==> src/rtl/vga_pkg.sv <==
// vga_pkg: tty control bytes and write-queue FSM state encoding shared by the vga clk-domain blocks
package vga_pkg;
  localparam logic [7:0] TTY_CR = 8'h0D;
  localparam logic [7:0] TTY_LF = 8'h0A;
  typedef enum logic [1:0] {IDLE, SEND, GUARD} tty_state_t;
endpackage

==> src/rtl/vga_sync_fifo.sv <==
// vga_sync_fifo: synchronous fifo (clk, reset, push/wdata in, pop in, rdata/count/full/empty out); ignores push when full and pop when empty
module vga_sync_fifo #(
  parameter int WIDTH = 8,
  parameter int DEPTH_LOG2 = 4
) (
  input  logic                  clk,
  input  logic                  reset,
  input  logic                  push,
  input  logic [WIDTH-1:0]      wdata,
  input  logic                  pop,
  output logic [WIDTH-1:0]      rdata,
  output logic [DEPTH_LOG2:0]   count,
  output logic                  full,
  output logic                  empty
);
  localparam int DEPTH = 2 ** DEPTH_LOG2;
  logic [WIDTH-1:0] mem [DEPTH];
  logic [DEPTH_LOG2-1:0] wr_ptr, rd_ptr;
  logic do_push, do_pop;
  assign full = count == (DEPTH_LOG2 + 1)'(DEPTH);
  assign empty = count == '0;
  assign do_push = push && !full;
  assign do_pop = pop && !empty;
  assign rdata = mem[rd_ptr];
  always_ff @(posedge clk) begin
    if (do_push) mem[wr_ptr] <= wdata;
    if (reset) begin
      wr_ptr <= '0;
      rd_ptr <= '0;
      count <= '0;
    end else begin
      wr_ptr <= wr_ptr + DEPTH_LOG2'(do_push);
      rd_ptr <= rd_ptr + DEPTH_LOG2'(do_pop);
      count <= count + (DEPTH_LOG2 + 1)'(do_push) - (DEPTH_LOG2 + 1)'(do_pop);
    end
  end
endmodule

==> src/rtl/vga_tty_write_queue.sv <==
// vga_tty_write_queue: byte queue (in_valid/in_data/in_ready) draining one strobe at a time to the console tty port (tty_write/tty_data/tty_busy), optional LF->CR LF, reports count/empty
module vga_tty_write_queue
  import vga_pkg::*;
#(
  parameter int DEPTH_LOG2 = 4,
  parameter bit CRLF_EXPAND = 1'b1
) (
  input  logic                clk,
  input  logic                reset,
  input  logic                in_valid,
  input  logic [7:0]          in_data,
  output logic                in_ready,
  output logic                tty_write,
  output logic [7:0]          tty_data,
  input  logic                tty_busy,
  output logic [DEPTH_LOG2:0] count,
  output logic                empty
);
  tty_state_t state;
  logic cr_sent, full, send_cr, pop;
  logic [7:0] head;
  assign in_ready = !full;
  assign send_cr = CRLF_EXPAND && head == TTY_LF && !cr_sent;
  assign pop = state == SEND && !send_cr;
  vga_sync_fifo #(.WIDTH(8), .DEPTH_LOG2(DEPTH_LOG2)) u_fifo (
    .clk(clk),
    .reset(reset),
    .push(in_valid),
    .wdata(in_data),
    .pop(pop),
    .rdata(head),
    .count(count),
    .full(full),
    .empty(empty)
  );
  always_ff @(posedge clk) begin
    if (reset) begin
      state <= IDLE;
      tty_write <= 1'b0;
      tty_data <= 8'h00;
      cr_sent <= 1'b0;
    end else begin
      case (state)
        IDLE: begin
          tty_write <= 1'b0;
          state <= (!empty && !tty_busy) ? SEND : IDLE;
        end
        SEND: begin
          tty_write <= 1'b1;
          tty_data <= send_cr ? TTY_CR : head;
          cr_sent <= send_cr;
          state <= GUARD;
        end
        default: begin
          tty_write <= 1'b0;
          state <= IDLE;
        end
      endcase
    end
  end
endmodule

==> config.mk <==
export PLATFORM = sky130hd
export DESIGN_NAME = vga_tty_write_queue
export DESIGN_NICKNAME = d
export VERILOG_FILES = /design/src/rtl/vga_pkg.sv /design/src/rtl/vga_sync_fifo.sv /design/src/rtl/vga_tty_write_queue.sv
export SDC_FILE = /design/constraint.sdc
export NUM_CORES = 1
export LEC_CHECK = 0
export CAP_MARGIN = 20
export CELL_PAD_IN_SITES_DETAIL_PLACEMENT = 2
export CELL_PAD_IN_SITES_GLOBAL_PLACEMENT = 2
export CORE_ASPECT_RATIO = 0.6
export CORE_MARGIN = 2
export CORE_UTILIZATION = 23
export CTS_CLUSTER_SIZE = 30
export DETAILED_ROUTE_END_ITERATION = 10
export PLACE_DENSITY_LB_ADDON = 0.1
export SYNTH_ARGS = -nofsm -noshare
export SYNTH_HDL_FRONTEND = slang
export SYNTH_SLANG_ARGS = --single-unit
==> constraint.sdc <==
create_clock -name clk -period 8.05 [get_ports clk]
set_clock_uncertainty 0.15 [all_clocks]
set_input_delay 1.61 -clock clk [delete_from_list [all_inputs] [get_ports clk]]
set_output_delay 1.61 -clock clk [all_outputs]
set_load 0.005 [all_outputs]
==> flow_summary.toml <==
[yosys]
seq_area_frac_synth = 0.718
post_synth.cell_area_avg_um2 = 17.4
synth_seq_cells = 152
synth-async-reset-ratio = 0
synth_fp_nets = 369
synth.area.top_cells = "edfxtp_1 (64%), mux4_2 (11%), dfxtp_1 (8.0%), ha_1 (2.1%), nor2_1 (1.9%)"
synthesis.area_um2 = 6020
synth.largest_area_cell = "edfxtp_1"
post-synth-top-area-fraction = 0.638
yosysWarningCount = 0
synthFlopType = "edfxtp_1"
synth_edf_count = 128
ys_types = 36
syn_inst = 346

[clock_network]
post_cts_buffers = 0
htreeDepth = 4
cts_tree = "done"
clkTransAtPathRegs_ps = 60
clk_latency_ps = 440
postCtsResizedCells = 0
cts_buffer_depth = 2
cts_hold_buf = 0
clockRootBuffer = "clkbuf_16"
clock_sinks = 152
cts_made_buffers = 17

[sta]
fin_setup_tns_ps = 0
hold_viol_final = 0
period_needed_ps = 4860
rsz0062_at_grt = "no"
fmax_mhz = 206
tightestPinTransition_ps = 1100
fin_crit_sh = 0.604
finalMaxSlewViolations = 0
final.setup.worst_slack_ps = 3190
relSlewSlack = 0.264
setup_viol = 0

[cells_and_area]
fin_util = 0.290
syn_to_final_growth_pct = 22.7
drive_gt1_frac = 0.186
nFillCells = 2615
final_nets = 407

[min_path]
hold_class = "reg2reg"

[status]
outcome = "finished, final reports clean"

[worst_setup_path]
crit_family = "simple AND/OR/NAND/NOR gates"
cp.required_ps = 8270
arrival_ps = 5080
cp_cell_sequence = "buf_4 -> mux4_2 -> a22oi_1 -> nand2_1 -> nor4_2 -> o2111ai_2 -> nor3b_1 -> ha_1 -> inv_1 -> ha_1 -> inv_1 -> fa_1 -> inv_1 -> a21oi_1 -> nor2_1 -> or3_1 -> a21oi_1"
critPathKind = "reg2reg"
cp_common_cell = "inv_1"
crit_fanout = 18
slowest_stage = "dfxtp_2"
crit_path_start_kind = "register"
critPathBufInv = 4
end_kind = "register"
slowest_delay_ps = 780

[grt]
grt_first_pass_wirelength_mm = 24.0
grt_pass1_vias = 3438
grt_max_degree = 26
gr-usage-all-layers = 0.130
use_met1 = 0.195
grt.met3_usage = 0.0339
antenna_found_initial = 0
globalRouteMet2Util = 0.174
gr-total-overflow = 0
grt_most_used_layer = "met1"

[route]
via_per_inst = 4.20
ant_nets = 0
drcViolationCount = 0
drtIter0Drc = 160
wl_per_cell_um = 21.9
firstDrtPassIters = 4
drt_wl_total_mm = 16.4
vias = 3153

[pwr]
pwr_density_cell_nw_per_um2 = 293
p_leak_nw = 2.31
ir_drop_v = 0.000138

[placed_design]
portBuffers = 27
gp_congestion = 0.683
dp_hpwl_mm = 11.0
dp_slack_ps = 3080

[die]
io_pins = 28
start_util = 0.236
fp.coreArea_um2 = 25500
die_w_um = 213
dieHeight_um = 129
rows = 45
die_area_um2 = 27500

[flow_run]
maxCapViolations = 0
-- cell usage after synthesis (2+ instances only) --
library cell / number
nor3b_1: 3
nand2b_1: 3
mux4_2: 30
a21oi_1: 7
nand3_1: 4
a22oi_1: 14
nand3b_1: 5
xnor2_1: 3
inv_1: 8
buf_6: 2
xor2_1: 4
edfxtp_1: 128
nand2_1: 17
nor2_1: 30
ha_1: 10
nand4_1: 2
nor2b_1: 8
and2_1: 2
clkbuf_1: 14
nor3_1: 5
mux2i_1: 7
a211oi_1: 2
dfxtp_1: 24
buf_2: 2
-- worst paths after layout --
check,from,to,slack (ps),cells past startpoint
max,u_fifo.rd_ptr[0],u_fifo.count[4],3190,17
min,tty_data[7],tty_data[7],310,2
max reg2reg,u_fifo.rd_ptr[0],u_fifo.count[4],3190,17
min reg2reg,tty_data[7],tty_data[7],310,2
-- through the flow --
| stage | hold slack (ps) | power, mW | cells | cell area, um2 |
|---|---|---|---|---|
| after floorplan | 303 | 1.16 | 346 | 6020 |
| after global placement | 303 | 1.31 | 713 | 6690 |
| after detailed placement | 313 | 1.31 | 714 | 6710 |
| after CTS | 325 | 2.20 | 746 | 7340 |
| after global routing | 353 | 2.27 | 749 | 7390 |
| final | 313 | 2.17 | 750 | 7390 |
-- area by class of cell --
class | count | area, um2 | share of cell area
multi-input combinational | 167 | 1580 | 0.213
tap | 352 | 440 | 0.0596
clock buffer | 19 | 433 | 0.0586
antenna | 1 | 2.50 | 0.000339
sequential | 152 | 4330 | 0.585
inverter | 8 | 30.0 | 0.00406
timing repair buffer | 38 | 380 | 0.0515
clock inverter | 13 | 203 | 0.0274
-- report_power, final --
part | leakage, nW | switching (mW) | internal [mW]
Combinational | 0.658 | 0.181 | 0.171
Sequential | 1.35 | 0.0402 | 0.896
Clock | 0.298 | 0.329 | 0.547
-- placed cells by master, fill, tap and decap left out, types with 4 or more instances in the layout --
| cell type | netlist | final |
|---|---|---|
| buf_4 | 1 | 8 |
| a21oi_1 | 7 | 7 |
| edfxtp_1 | 128 | 128 |
| dfxtp_1 | 24 | 23 |
| nand3b_1 | 5 | 5 |
| inv_1 | 8 | 8 |
| mux4_2 | 30 | 30 |
| a22oi_1 | 14 | 14 |
| xor2_1 | 4 | 4 |
| mux2i_1 | 7 | 7 |
| bufinv_16 | 0 | 5 |
| clkbuf_16 | 0 | 17 |
| nor2_1 | 30 | 30 |
| clkdlybuf4s50_1 | 0 | 27 |
| nand3_1 | 4 | 4 |
| nor2b_1 | 8 | 8 |
| ha_1 | 10 | 10 |
| nor3_1 | 5 | 5 |
| nand2_1 | 17 | 17 |
-- state kept, by name (all words and copies together), names as in the netlist --
name and count:
tty_data 8, u_fifo.wr_ptr 4, u_fifo.mem 128, state 1, u_fifo.rd_ptr 4, cr_sent 1
tty_write 1, u_fifo.count 5
-- worst min-delay path, stage by stage, from the launching register on --
cell     delay (ps)
dfxtp_1         310
nand2_1          50
a21oi_1          50
-- metal layers --
metal / routed length (um) / vias up
li1: - / 1421
met1: 9050 / 1673
met2: 6660 / 35
met3: 411 / 24
met4: 284 / 0
met5: 0 / -
-- cells by family after synthesis --
group	after synthesis	share of synthesized area
muxes	37	0.124
adders and majority gates	11	0.0241
xor gates and xnor gates	7	0.0102
AOI/OAI and AO/OA	28	0.0339
buffers and inverters	27	0.0204
DFF	152	0.718
and+or+nand+nor	84	0.0696
Note: power is estimated with default switching activity, not from simulation.
==> RTL change: new RTL, same settings <==
Set the parameter `CRLF_EXPAND` to 1'b0 (it was 1'b1).
--- a/src/rtl/vga_tty_write_queue.sv
+++ b/src/rtl/vga_tty_write_queue.sv
@@ -5,3 +5,3 @@
   parameter int DEPTH_LOG2 = 4,
-  parameter bit CRLF_EXPAND = 1'b1
+  parameter bit CRLF_EXPAND = 1'b0
 ) (
Behaviour: not the same (a bounded check fails within 4 cycles, from zero or initial values and one cycle with reset high).
==> RTL change against the original RTL <==
Worst setup slack improved by 770 ps; final area fell by 0.12%; synthesized area barely moved; sequential cell count did not move; fmax rose by 19%; routed wire length fell by 2.6%; total power fell by 3.8%; largest cell class unchanged.
==> RTL change: results (changes against the original RTL) <==
outcome=finished, final reports clean; syn_area_per_cell=19.2 um^2 (+11%); hold path depth=1 (-1); hold slack=355 ps (+41.5 ps); Crit-path slowest cell=nor4b_1; first-pass GRT wire length=23,600 um (-1.6%); worst vdd ir=132 uV (-4.4%); Via Count=3,016 (-4.3%); Fillers=2,620 (+0.19%); synth cell count leaders=128 x edfxtp_1, 24 x dfxtp_1, 19 x mux4_1, 19 x nor2_1, 13 x mux4_2; share of post-route cells with drive strength above 1=17.7% (-0.95 points); placed cells=691 (-3.2%); dpl hpwl=10,800 um (-2.1%); Placement Setup Slack=3640 ps (+553 ps); met3 usage=3.56% (+0.17 points); Synth cell types=37 (+2.8%); WL per Instance=22.0 um (+0.77%); total track usage=12.7% (-0.32 points); Post-Syn Nets=336 (-8.9%); Post-DP Area=6760 um^2 (+0.86%); met2 Track Usage GR=16.5% (-0.94 points); met1 wire length=9140 um (+0.99%); proportion of synthesized chip area in sequential cells=71.8% (about the same); depth of the most critical reg-to-reg path=13 (-4); FF-to-FF Start=u_fifo.count[3]$_SDFF_PP0_; Pleak=2.35 nW (+1.7%); Placer Congestion=0.666 (-2.6%); clk_lat worst skew=420 ps (-20 ps)
[RTL change: cell types whose count changed after synthesis, moves of 3 or more]
cell,delta
mux4_1,+19
mux4_2,-17
nand2_1,-15
nor2_1,-11
clkbuf_1,-9
mux2_2,+8
o21ai_1,+7
a22oi_1,-6
a21oi_1,-4
nand3b_1,-3
[RTL change: final cells by class]
class / instances / area, um^2 / share of cell area (%)
flip-flops and latches: 152 / 4330 / 58.6
inverters: 9 / 33.8 / 0.458
clock buffers: 23 / 478 / 6.48
repair buffers: 43 / 418 / 5.66
clock inverters: 9 / 121 / 1.64
well taps: 352 / 440 / 5.97
multi-input cells: 137 / 1560 / 21.2
[RTL change: cell families after synthesis]
kind of cell,share of synthesized area [%]
fa+ha+maj,2.41
compound gates,2.16
buf+inv,2.26
xor+xnor,0.872
simple gates,4.55
flops,71.8
mux,16.0
[RTL change: power breakdown]
part	internal (mW)	switching, mW
Sequential	0.900	0.0369
Combinational	0.172	0.158
Clock	0.509	0.307
